==> config.mk <==
export PLATFORM = sky130hd
export DESIGN_NAME = imem_dmem_arbiter_flat
export DESIGN_NICKNAME = d
export VERILOG_FILES = /design/src/rtl/imem_dmem_arbiter_if.sv /design/src/rtl/imem_dmem_arbiter.sv /design/src/flat_wrapper.sv
export SDC_FILE = /design/constraint.sdc
export NUM_CORES = 1
export LEC_CHECK = 0
export CORE_ASPECT_RATIO = 1.5
export CORE_UTILIZATION = 30
export DETAILED_ROUTE_END_ITERATION = 7
export PLACE_DENSITY = 0.61
export SLEW_MARGIN = 20
export SYNTH_ARGS = -nofsm -noshare
export SYNTH_HDL_FRONTEND = slang
export SYNTH_SLANG_ARGS = --single-unit
==> constraint.sdc <==
create_clock -name clk -period 3.9 [get_ports clk]
set_input_delay 0.39 -clock clk [delete_from_list [all_inputs] [get_ports clk]]
set_output_delay 0.39 -clock clk [all_outputs]
set_load 0.02 [all_outputs]
==> src/rtl/imem_dmem_arbiter_if.sv <==
// Bus bundle between the pipeline (fetch + data ports), the shared
// single-port SRAM macro and the arbiter that sits in the middle.
interface imem_dmem_arbiter_if #(
  parameter int AW = 11,
  parameter int DW = 32
);
  // Instruction-fetch port (read only)
  logic          i_req;
  logic [AW-1:0] i_addr;
  logic          i_gnt;
  logic          i_rvalid;
  logic [DW-1:0] i_rdata;
  logic          i_stall;

  // Data port
  logic          d_req;
  logic          d_we;
  logic [AW-1:0] d_addr;
  logic [DW-1:0] d_wdata;
  logic          d_gnt;
  logic          d_rvalid;
  logic [DW-1:0] d_rdata;
  logic          d_stall;

  // SRAM macro side (active-low strobes, registered Q)
  logic          mem_cen_n;
  logic          mem_wen_n;
  logic          mem_oen_n;
  logic [AW-1:0] mem_a;
  logic [DW-1:0] mem_d;
  logic [DW-1:0] mem_q;

  // Environment view: pipeline requesters plus the SRAM returning mem_q
  modport master (
    output i_req, i_addr, d_req, d_we, d_addr, d_wdata, mem_q,
    input  i_gnt, i_rvalid, i_rdata, i_stall,
           d_gnt, d_rvalid, d_rdata, d_stall,
           mem_cen_n, mem_wen_n, mem_oen_n, mem_a, mem_d
  );

  // Arbiter view
  modport slave (
    input  i_req, i_addr, d_req, d_we, d_addr, d_wdata, mem_q,
    output i_gnt, i_rvalid, i_rdata, i_stall,
           d_gnt, d_rvalid, d_rdata, d_stall,
           mem_cen_n, mem_wen_n, mem_oen_n, mem_a, mem_d
  );
endinterface

==> src/rtl/imem_dmem_arbiter.sv <==
// Shares one single-port synchronous SRAM between instruction fetch and
// data access. Data wins by default; fetch is forced through after
// STARVE_LIMIT consecutive denied cycles. Reads return one cycle after grant.
module imem_dmem_arbiter #(
  parameter int AW           = 11,
  parameter int DW           = 32,
  parameter int STARVE_LIMIT = 4
) (
  input  logic                clk,
  input  logic                rst,
  imem_dmem_arbiter_if.slave  bus
);

  localparam logic [1:0] ST_IDLE = 2'd0;
  localparam logic [1:0] ST_RD_I = 2'd1;
  localparam logic [1:0] ST_RD_D = 2'd2;

  localparam logic [3:0] STARVE_LIM = 4'(STARVE_LIMIT);

  // Saturating increment for the 4-bit starvation counter
  function automatic logic [3:0] sat_inc4(input logic [3:0] v);
    return (v == 4'hF) ? v : v + 4'd1;
  endfunction

  logic [3:0]    starve_cnt_q, starve_cnt_d;
  logic [1:0]    state_q, state_d;
  logic [DW-1:0] i_hold_q, i_hold_d;
  logic [DW-1:0] d_hold_q, d_hold_d;
  logic [AW-1:0] a_hold_q, a_hold_d;
  logic [DW-1:0] wd_hold_q, wd_hold_d;

  logic force_i;
  logic i_gnt;
  logic d_gnt;
  logic i_rvalid;
  logic d_rvalid;

  // Grant decision: data priority, fetch forced once starved; nothing in reset
  always_comb begin
    force_i = (starve_cnt_q >= STARVE_LIM);
    d_gnt   = ~rst & bus.d_req & ~force_i;
    i_gnt   = ~rst & bus.i_req & (~bus.d_req | force_i);
  end

  // Next-state for counter, read-owner FSM and the hold registers
  always_comb begin
    i_rvalid = (state_q == ST_RD_I);
    d_rvalid = (state_q == ST_RD_D);

    if (bus.i_req && !i_gnt) starve_cnt_d = sat_inc4(starve_cnt_q);
    else                     starve_cnt_d = 4'd0;

    if (d_gnt && !bus.d_we) state_d = ST_RD_D;
    else if (i_gnt)         state_d = ST_RD_I;
    else                    state_d = ST_IDLE;

    i_hold_d = i_rvalid ? bus.mem_q : i_hold_q;
    d_hold_d = d_rvalid ? bus.mem_q : d_hold_q;

    // Address/data to the macro only move on a grant, so idle cycles don't toggle them
    if (d_gnt)      a_hold_d = bus.d_addr;
    else if (i_gnt) a_hold_d = bus.i_addr;
    else            a_hold_d = a_hold_q;
    wd_hold_d = d_gnt ? bus.d_wdata : wd_hold_q;
  end

  // Control state and read-data holding registers (reset to known values)
  always_ff @(posedge clk) begin
    if (rst) begin
      starve_cnt_q <= 4'd0;
      state_q      <= ST_IDLE;
      i_hold_q     <= '0;
      d_hold_q     <= '0;
    end else begin
      starve_cnt_q <= starve_cnt_d;
      state_q      <= state_d;
      i_hold_q     <= i_hold_d;
      d_hold_q     <= d_hold_d;
    end
  end

  // SRAM address/write-data hold; pure datapath, no reset needed
  always_ff @(posedge clk) begin
    a_hold_q  <= a_hold_d;
    wd_hold_q <= wd_hold_d;
  end

  assign bus.i_gnt     = i_gnt;
  assign bus.d_gnt     = d_gnt;
  assign bus.i_stall   = ~rst & bus.i_req & ~i_gnt;
  assign bus.d_stall   = ~rst & bus.d_req & ~d_gnt;

  assign bus.mem_cen_n = ~(i_gnt | d_gnt);
  assign bus.mem_wen_n = ~(d_gnt & bus.d_we);
  assign bus.mem_oen_n = ~(i_rvalid | d_rvalid);
  assign bus.mem_a     = a_hold_d;
  assign bus.mem_d     = wd_hold_d;

  assign bus.i_rvalid  = i_rvalid;
  assign bus.d_rvalid  = d_rvalid;
  assign bus.i_rdata   = i_rvalid ? bus.mem_q : i_hold_q;
  assign bus.d_rdata   = d_rvalid ? bus.mem_q : d_hold_q;

endmodule

==> src/flat_wrapper.sv <==
// flat-port wrapper written by rule: the top's interface ports become plain ports
module imem_dmem_arbiter_flat 
#(
  parameter int AW           = 11,
  parameter int DW           = 32,
  parameter int STARVE_LIMIT = 4
)
  (clk, rst, bus_i_req, bus_i_addr, bus_d_req, bus_d_we, bus_d_addr, bus_d_wdata, bus_mem_q, bus_i_gnt, bus_i_rvalid, bus_i_rdata, bus_i_stall, bus_d_gnt, bus_d_rvalid, bus_d_rdata, bus_d_stall, bus_mem_cen_n, bus_mem_wen_n, bus_mem_oen_n, bus_mem_a, bus_mem_d);
  imem_dmem_arbiter_if #(.AW(AW), .DW(DW)) bus_i ();
  input  logic clk;
  input  logic rst;
  input wire logic [$bits(bus_i.i_req)-1:0] bus_i_req;
  input wire logic [$bits(bus_i.i_addr)-1:0] bus_i_addr;
  input wire logic [$bits(bus_i.d_req)-1:0] bus_d_req;
  input wire logic [$bits(bus_i.d_we)-1:0] bus_d_we;
  input wire logic [$bits(bus_i.d_addr)-1:0] bus_d_addr;
  input wire logic [$bits(bus_i.d_wdata)-1:0] bus_d_wdata;
  input wire logic [$bits(bus_i.mem_q)-1:0] bus_mem_q;
  output wire logic [$bits(bus_i.i_gnt)-1:0] bus_i_gnt;
  output wire logic [$bits(bus_i.i_rvalid)-1:0] bus_i_rvalid;
  output wire logic [$bits(bus_i.i_rdata)-1:0] bus_i_rdata;
  output wire logic [$bits(bus_i.i_stall)-1:0] bus_i_stall;
  output wire logic [$bits(bus_i.d_gnt)-1:0] bus_d_gnt;
  output wire logic [$bits(bus_i.d_rvalid)-1:0] bus_d_rvalid;
  output wire logic [$bits(bus_i.d_rdata)-1:0] bus_d_rdata;
  output wire logic [$bits(bus_i.d_stall)-1:0] bus_d_stall;
  output wire logic [$bits(bus_i.mem_cen_n)-1:0] bus_mem_cen_n;
  output wire logic [$bits(bus_i.mem_wen_n)-1:0] bus_mem_wen_n;
  output wire logic [$bits(bus_i.mem_oen_n)-1:0] bus_mem_oen_n;
  output wire logic [$bits(bus_i.mem_a)-1:0] bus_mem_a;
  output wire logic [$bits(bus_i.mem_d)-1:0] bus_mem_d;
  assign bus_i.i_req = bus_i_req;
  assign bus_i.i_addr = bus_i_addr;
  assign bus_i.d_req = bus_d_req;
  assign bus_i.d_we = bus_d_we;
  assign bus_i.d_addr = bus_d_addr;
  assign bus_i.d_wdata = bus_d_wdata;
  assign bus_i.mem_q = bus_mem_q;
  assign bus_i_gnt = bus_i.i_gnt;
  assign bus_i_rvalid = bus_i.i_rvalid;
  assign bus_i_rdata = bus_i.i_rdata;
  assign bus_i_stall = bus_i.i_stall;
  assign bus_d_gnt = bus_i.d_gnt;
  assign bus_d_rvalid = bus_i.d_rvalid;
  assign bus_d_rdata = bus_i.d_rdata;
  assign bus_d_stall = bus_i.d_stall;
  assign bus_mem_cen_n = bus_i.mem_cen_n;
  assign bus_mem_wen_n = bus_i.mem_wen_n;
  assign bus_mem_oen_n = bus_i.mem_oen_n;
  assign bus_mem_a = bus_i.mem_a;
  assign bus_mem_d = bus_i.mem_d;
  imem_dmem_arbiter #(.AW(AW), .DW(DW), .STARVE_LIMIT(STARVE_LIMIT)) u_core (.clk(clk), .rst(rst), .bus(bus_i));
endmodule
Yosys cells after proc, flatten, opt, wreduce, memory -nomap -nowiden
Index checks and enable logic that the tools add are counted.
- output and inout bits: 116
- logic and storage cells: 44
- input port bits: 91
- register bits after elaboration: 113
- bitwise operators: 19
- eq/ne operators: 3
- order comparisons: 1
- add/sub/neg operators: 1
- reductions and logical operators: 6
- muxes and demuxes: 7
- operators with widths (cell ; count):
    $mux 32 ; 3
    $mux 11 ; 2
    $not 1->1 ; 9
    $and 1x1->1 ; 7
    $add 4x1->4 const B ; 1
    $eq 4x4->1 const B ; 1
    $ge 4x3->1 const B ; 1
    $reduce_or 2->1 ; 2
    $or 1x1->1 ; 3
    $eq 2x1->1 const B ; 1
    $eq 2x2->1 const B ; 1
    $logic_and 1x1->1 ; 2
    $logic_not 1->1 ; 2
    $mux 2 ; 1
    $mux 1 ; 1

Depth between registers and ports, before layout
Gate-level depths: netlist of run 1.
- depth in word-level cells: 7
- depth in mapped cells: 7
- depth with buffers taken out: 4

Least setup slack after synthesis of run 1
Ideal clock, no wire load.
- path type: input-to-output
- start: input rst
- end: output bus_mem_a[7]
- arrival: 1.627 ns
- cell stages on the path: 6
- setup slack: 1.883 ns
- data required time: 3.510 ns
- path buffers: 2
- cells stage by stage: or4b_1 > buf_4 > clkinv_4 > buf_6 > a31oi_1 > a21oi_1
- word-level cells in the longest chain between the ends: 5
- elaborated cells on any way between the ends: 7
- classes of those cells: 2 x mux; 5 x bitwise
- RTL lines (item ; line ; text):
    from (decl) ; flat_wrapper.sv:11 ; input logic rst;
    $not 1->1 (*) ; imem_dmem_arbiter.sv:41, imem_dmem_arbiter.sv:42 ;
    $and 1x1->1 (2 in series) ; imem_dmem_arbiter.sv:42 ; i_gnt = ~rst & bus.i_req & (~bus.d_req | force_i);
    $mux 11 ; imem_dmem_arbiter.sv:62 ; else if (i_gnt) a_hold_d = bus.i_addr;
    $mux 11 (*) ; imem_dmem_arbiter.sv:61 ; if (d_gnt) a_hold_d = bus.d_addr;
    to (decl) ; flat_wrapper.sv:30 ; output wire logic [$bits(bus_i.mem_a)-1:0] bus_mem_a;
Every way passes the cells marked *; elsewhere a longest branch is shown, timed or not.

Worst setup path after layout of run 1
- start: input bus_d_req
- end: output bus_mem_a[3]
- word-level cells in the longest chain between the ends: 5
- elaborated cells on any way between the ends: 7
- classes of those cells: 2 x mux; 5 x bitwise
- RTL lines (item ; line ; text):
    from (decl) ; flat_wrapper.sv:14 ; input wire logic [$bits(bus_i.d_req)-1:0] bus_d_req;
    $not 1->1 ; imem_dmem_arbiter.sv:42 ;
    $or 1x1->1 ; imem_dmem_arbiter.sv:42 ;
    $and 1x1->1 ; imem_dmem_arbiter.sv:42 ;
    $mux 11 ; imem_dmem_arbiter.sv:62 ;
    $mux 11 (*) ; imem_dmem_arbiter.sv:61 ;
Marked as above.

==> results_dict.tcl, run 1 <==
set metrics [dict create \
    hp-class "register to register" \
    postSynthCellCount 437 \
    async_reset_ff_frac 0 \
    grt_max_degree 67 \
    areaGrowthSynthToFinish_pct 65.07 \
    port_buffers 206 \
    critPathMaxStageDelay_ps 630 \
    crit_path_frequent_cell "clkdlybuf4s50_1" \
    grt_pass1_vias 3924 \
    wl_per_cell_um 14.31 \
    grt.total_usage 0.1693 \
    finalMaxSlewViolations 0 \
    ys.warnings.count 0 \
    drv_cap 0 \
    dr.pass1.iters 4 \
    dieArea_mm2 0.01486 \
    synth_top_area_cell "dfxtp_1" \
    setup_viol 0 \
    crit_path_start_kind "primary input" \
    crit_buf_inv 3 \
    root_buffer "clkbuf_16" \
    synth_nets 531 \
    maxSlewHeadroom 0.4517 \
    cts_hold_buf 0 \
    period_share 0.7872 \
    fin_tns_setup_ps 0 \
    initial_core_util 0.3080 \
    end_kind "output port" \
    fmax_mhz 325.7 \
    criticalPathCategory "primary input to output port" \
    irDropWorstVdd_mv 0.2313 \
    cpMaxStageDelayCell "clkdlybuf4s50_1" \
    rsz0062_at_grt "false" \
    num_rows 53 \
    yosys-top-cells-count "dfxtp_1, nand2_1, nor2b_1, mux2_2, nor2_1" \
    ys.flop_type "dfxtp_1" \
    ant_nets 0 \
    drt_iter0_drc 53 \
    synth.distinct_cells 28 \
    synth_area_leaders "dfxtp_1, mux2_2, nor2b_1" \
    die_h_um 148.8 \
    fillers 1342 \
    synthMostInstantiatedCell "dfxtp_1" \
    vias 3711 \
    final_nets 732 \
    cts_tree "built" \
    die_w_um 99.86 \
    drc 0 \
    final_cell_area_mm2 0.007113 \
    cp_top_family "buffers and inverters" \
    required_ps 3510 \
    cts.htree.levels 4 \
    power_density_mw_per_mm2 505.8 \
    cp_max_fo 48 \
    ys_seq_elements 113 \
    cts_setup_buffers 0 \
    via_per_inst 4.402 \
    grt_pass1_wl_um 19320 \
    insertion_delay_ps 400 \
    layout-drive-gt1-share 0.1582 \
    yosysTopAreaCellShare 0.5250 \
    syn_area_per_cell_um2 9.861 \
    power.leakage_nw 2.927 \
    clk_path_buf_depth 2 \
    drt-total-wl_um 12060 \
    antenna_found_initial 0 \
    gp_congestion 0.8328 \
    diodes 0 \
    grt_overflow_total 0 \
    crit_chain "clkdlybuf4s50_1 > or4b_1 > clkinv_4 > a31oi_1 > a21oi_1 > clkdlybuf4s50_1" \
    layout_min_cycle_time_ps 3070 \
    coreArea_mm2 0.01399 \
    cp.arrival_ps 2680 \
    io-pin-count 207 \
    fin_worst_skew_ps 7.683 \
    dp_hpwl_um 8490 \
    dpl-instance-area_mm2 0.006475 \
    final-hold-violation-count 0 \
    synth_edf_count 0 \
    cts_resized 0 \
    synth-seq-area-share 0.5250 \
    cts_sinks 113 \
    status "completed" \
    syn_area_mm2 0.004309 \
    worst_slew_pin_slew_ps 818.8 \
    cts_buffers 17 \
    path_clk_slew_ps 50 \
]
==> layout by cell type, fill, tap and decap left out, types with 2 or more instances in the layout <==
cell,instances
ha_1,3
buf_4,5
a21oi_1,11
a31oi_1,11
mux2_2,62
clkbuf_16,17
nand2_1,98
clkinv_2,2
clkdlybuf4s50_1,205
dfxtp_1,113
nor2_1,18
bufinv_16,4
mux2_1,2
clkbuf_8,2
inv_1,3
o21ai_0,11
nor2b_1,65
clkinv_4,3
clkinvlp_4,5
==> where the power goes <==
group	internal (W)	switching, W	leakage, nW
registers	0.00125	0.0000231	0.930
clock network	0.00110	0.000540	0.297
logic	0.000347	0.000334	1.70
total	0.00270	0.000897	2.93
==> area by class of cell <==
type / instances / area (um2) / area share
timing repair buffer: 211 / 2095 / 0.2945
sequential: 113 / 2262 / 0.3180
tap: 192 / 240.2 / 0.03377
multi-input combinational: 291 / 1858 / 0.2612
clock inverter: 13 / 185.2 / 0.02603
inverter: 4 / 20.02 / 0.002814
clock buffer: 19 / 452.9 / 0.06368
==> flip-flops by register name, indices dropped and copies added, names as in the netlist <==
signal	flops
u_core.a_hold_q	11
u_core.d_hold_q	32
u_core.i_hold_q	32
u_core.starve_cnt_q	4
u_core.state_q	2
u_core.wd_hold_q	32
==> path summary, 6_finish.rpt <==
path	start	end	slack [ps]	cells past startpoint
min	u_core.wd_hold_q[9]	u_core.wd_hold_q[9]	450	2
max reg2reg	u_core.starve_cnt_q[3]	u_core.a_hold_q[2]	2180	4
max	bus_d_req	bus_mem_a[3]	830	6
min reg2reg	u_core.wd_hold_q[9]	u_core.wd_hold_q[9]	450	2
==> metrics by stage <==
| stage | utilization | hold slack [ps] | worst slack [ps] | total power (W) | cells |
|---|---|---|---|---|---|
| 3_3_place_gp | 0.4628 | 427.9 | 889.5 | 0.001972 | 811 |
| 2_1_floorplan | - | 462.4 | 1883 | 0.001627 | 437 |
| 6_report | 0.5084 | 447.6 | 830.1 | 0.003598 | 843 |
| 5_1_grt | 0.5084 | 463.4 | 702.8 | 0.003750 | 843 |
| 3_5_place_dp | 0.4628 | 434.8 | 818.0 | 0.001982 | 811 |
| 4_1_cts | 0.5084 | 451.2 | 818.9 | 0.003650 | 843 |
==> logic make-up (layout without fill, tap and decap cells) <==
group                      Yosys count  in the layout  synth area share
adders and majority gates            3              3          0.008712
buffers and inverters               33            247           0.04500
and+or+nand+nor                    188            188            0.2073
xor gates and xnor gates             1              1          0.002033
muxes                               65             65            0.1696
AOI/OAI and AO/OA                   33             33           0.04152
DFF                                113            113            0.5250
other                                1              1         0.0008702
==> worst register-to-register path: cells and delay by family, from the launching register on <==
kind / cells / cell delay (ps)
and+or+nand+nor: 2 / 870
AOI/OAI and AO/OA: 1 / 80
buffers and inverters: 1 / 310
DFF: 1 / 350
==> per-layer routing <==
metal / vias to the layer above / track usage / share of wire
li1: 1820 / - / -
met1: 1687 / 0.1743 / 0.38
met2: 186 / 0.2945 / 0.49
met3: 18 / 0.07170 / 0.10
met4: 0 / 0.07868 / 0.021
met5: - / 0 / 0
No activity file was read; power rests on OpenSTA's default activity.
==> run 2: changes to the inputs <==
- clock period: 3.9 -> 2.85 ns (I/O delays scaled with it)
==> results_dict.tcl, run 2 (synthesized netlist as in run 1, its figures left out) <==
set metrics [dict create \
    status "completed" \
    grt_overflow_total 0 \
    finalMaxSlewViolations 0 \
    ant_nets 0 \
    grt_pass1_vias 4016 \
    final_cell_mix "clkdlybuf4s50_1, dfxtp_1, nand2_1" \
    dieArea_mm2 0.01486 \
    setup_slack_ps 106.6 \
    grt_max_degree 65 \
    sw_frac_of_total 0.2509 \
    crit_path_start_kind "register" \
    rsz0062_at_grt "true" \
    p_seq_frac 0.366 \
    multiInputGateArea_mm2 0.001862 \
    initial_core_util 0.3080 \
    reg_top3 "u_core.d_hold_q (32), u_core.i_hold_q (32), u_core.wd_hold_q (32)" \
    insertion_delay_ps 410 \
    port_buffers 206 \
    cts_setup_buffers 0 \
    p_clk_frac 0.438 \
    fin_worst_skew_ps 14.74 \
    drt-total-wl_um 12090 \
    maxSlewHeadroom 0.5554 \
    worst_slew_pin_slew_ps 667.0 \
    io-pin-count 207 \
    fillers 1304 \
    dpl-instance-area_mm2 0.006510 \
    path_clk_slew_ps 60 \
    final_cell_area_mm2 0.007136 \
    antenna_found_initial 0 \
    setup_viol 0 \
    required_ps 2570 \
    layout_min_cycle_time_ps 2743 \
    end_kind "output port" \
    seq_area_mm2 0.002262 \
    fmax_mhz 364.5 \
    final-hold-violation-count 0 \
    gp_congestion 0.7582 \
    num_rows 53 \
    hp-class "primary input to register" \
    cts.htree.levels 4 \
    dp_hpwl_um 8268 \
    die_h_um 148.8 \
    root_buffer "clkbuf_16" \
    clk_path_buf_depth 2 \
    irDropWorstVdd_mv 0.3459 \
    p_switching_w 0.001197 \
    layout-drive-gt1-share 0.1606 \
    cts_buffers 17 \
    period_share 0.9626 \
    internal-power_w 0.003574 \
    grt.total_usage 0.1687 \
    final_nets 736 \
    diodes 0 \
    pre_cts_slack_ps 5.906 \
    power.leakage_nw 3.064 \
    wl_per_cell_um 14.29 \
    utilization 0.5100 \
    power_density_mw_per_mm2 668.6 \
    grt_pass1_wl_um 19340 \
    p_comb_frac 0.195 \
    power.total_w 0.004771 \
    cts_tree "built" \
    vias 3740 \
    dr.pass1.iters 4 \
    drc 0 \
    cts_sinks 113 \
    cp.arrival_ps 2460 \
    die_w_um 99.86 \
    final_common_cell "clkdlybuf4s50_1" \
    criticalPathCategory "register to output port" \
    coreArea_mm2 0.01399 \
    via_per_inst 4.421 \
    areaGrowthSynthToFinish_pct 65.59 \
    cp_max_fo 18 \
    drt_iter0_drc 56 \
    drv_cap 0 \
]
==> run 2: cell types whose count changed in the layout (fill, tap and decap cells not counted), sizes merged <==
cell | previous run | this run
bufinv | 4 | 3
clkinv | 5 | 8
clkdlybuf4s50 | 205 | 194
buf | 6 | 9
dlymetal6s2s | 0 | 11
clkinvlp | 5 | 2
clkbuf | 19 | 20
==> run 2: worst paths after layout <==
kind	from	end	slack, ps	depth (start not counted)
max	u_core.starve_cnt_q[3]	bus_mem_d[28]	110	6
min	bus_d_wdata[3]	u_core.wd_hold_q[3]	430	3
max reg2reg	u_core.starve_cnt_q[3]	u_core.a_hold_q[6]	1210	3
min reg2reg	u_core.wd_hold_q[20]	u_core.wd_hold_q[20]	440	2
==> run 2: repair_timing <==
item	4_1_cts	5_1_grt
gates cloned	1	0
resized for setup	1	12
pin swaps	0	0
hold buffers	0	0
setup endpoints to repair	15	7
==> run 2: stage by stage <==
stage,setup TNS (ps),hold slack (ps),std cells
2_1_floorplan,0,357.4,437
3_3_place_gp,0,430.2,814
3_5_place_dp,0,433.9,814
4_1_cts,0,416.0,846
5_1_grt,-3.109,430.8,846
6_report,0,434.5,846
==> run 2: layout make-up <==
class | count | area share
Clock buffer | 20 | 0.06260
Clock inverter | 11 | 0.01946
Inverter | 4 | 0.002806
Multi-Input combinational cell | 291 | 0.2609
Sequential cell | 113 | 0.3170
Tap cell | 192 | 0.03367
Timing Repair Buffer | 214 | 0.3028
Timing Repair inverter | 1 | 0.0007014
==> run 2: routing by layer <==
layer / part of all wire / global-route usage
met1: 0.40 / 0.1839
met2: 0.48 / 0.2841
met3: 0.10 / 0.06795
met4: 0.022 / 0.07794
met5: 0 / 0
==> run 2: worst max-delay path, cell delays in order (launching register included) <==
cell             delay (ps)
dfxtp_1                 350
or4b_4                  610
clkinv_4                180
buf_12                  160
nand2_1                  50
nand2_1                  70
clkdlybuf4s50_1         630
==> run 2: power by group through the flow <==
stage / logic, W / registers (W) / clock network [W]
2_1_floorplan: 0.000456 / 0.00177 / 0
3_3_place_gp: 0.000930 / 0.00178 / 0
3_5_place_dp: 0.000935 / 0.00178 / 0
4_1_cts: 0.000946 / 0.00175 / 0.00214
5_1_grt: 0.000999 / 0.00176 / 0.00223
6_report: 0.000932 / 0.00175 / 0.00209
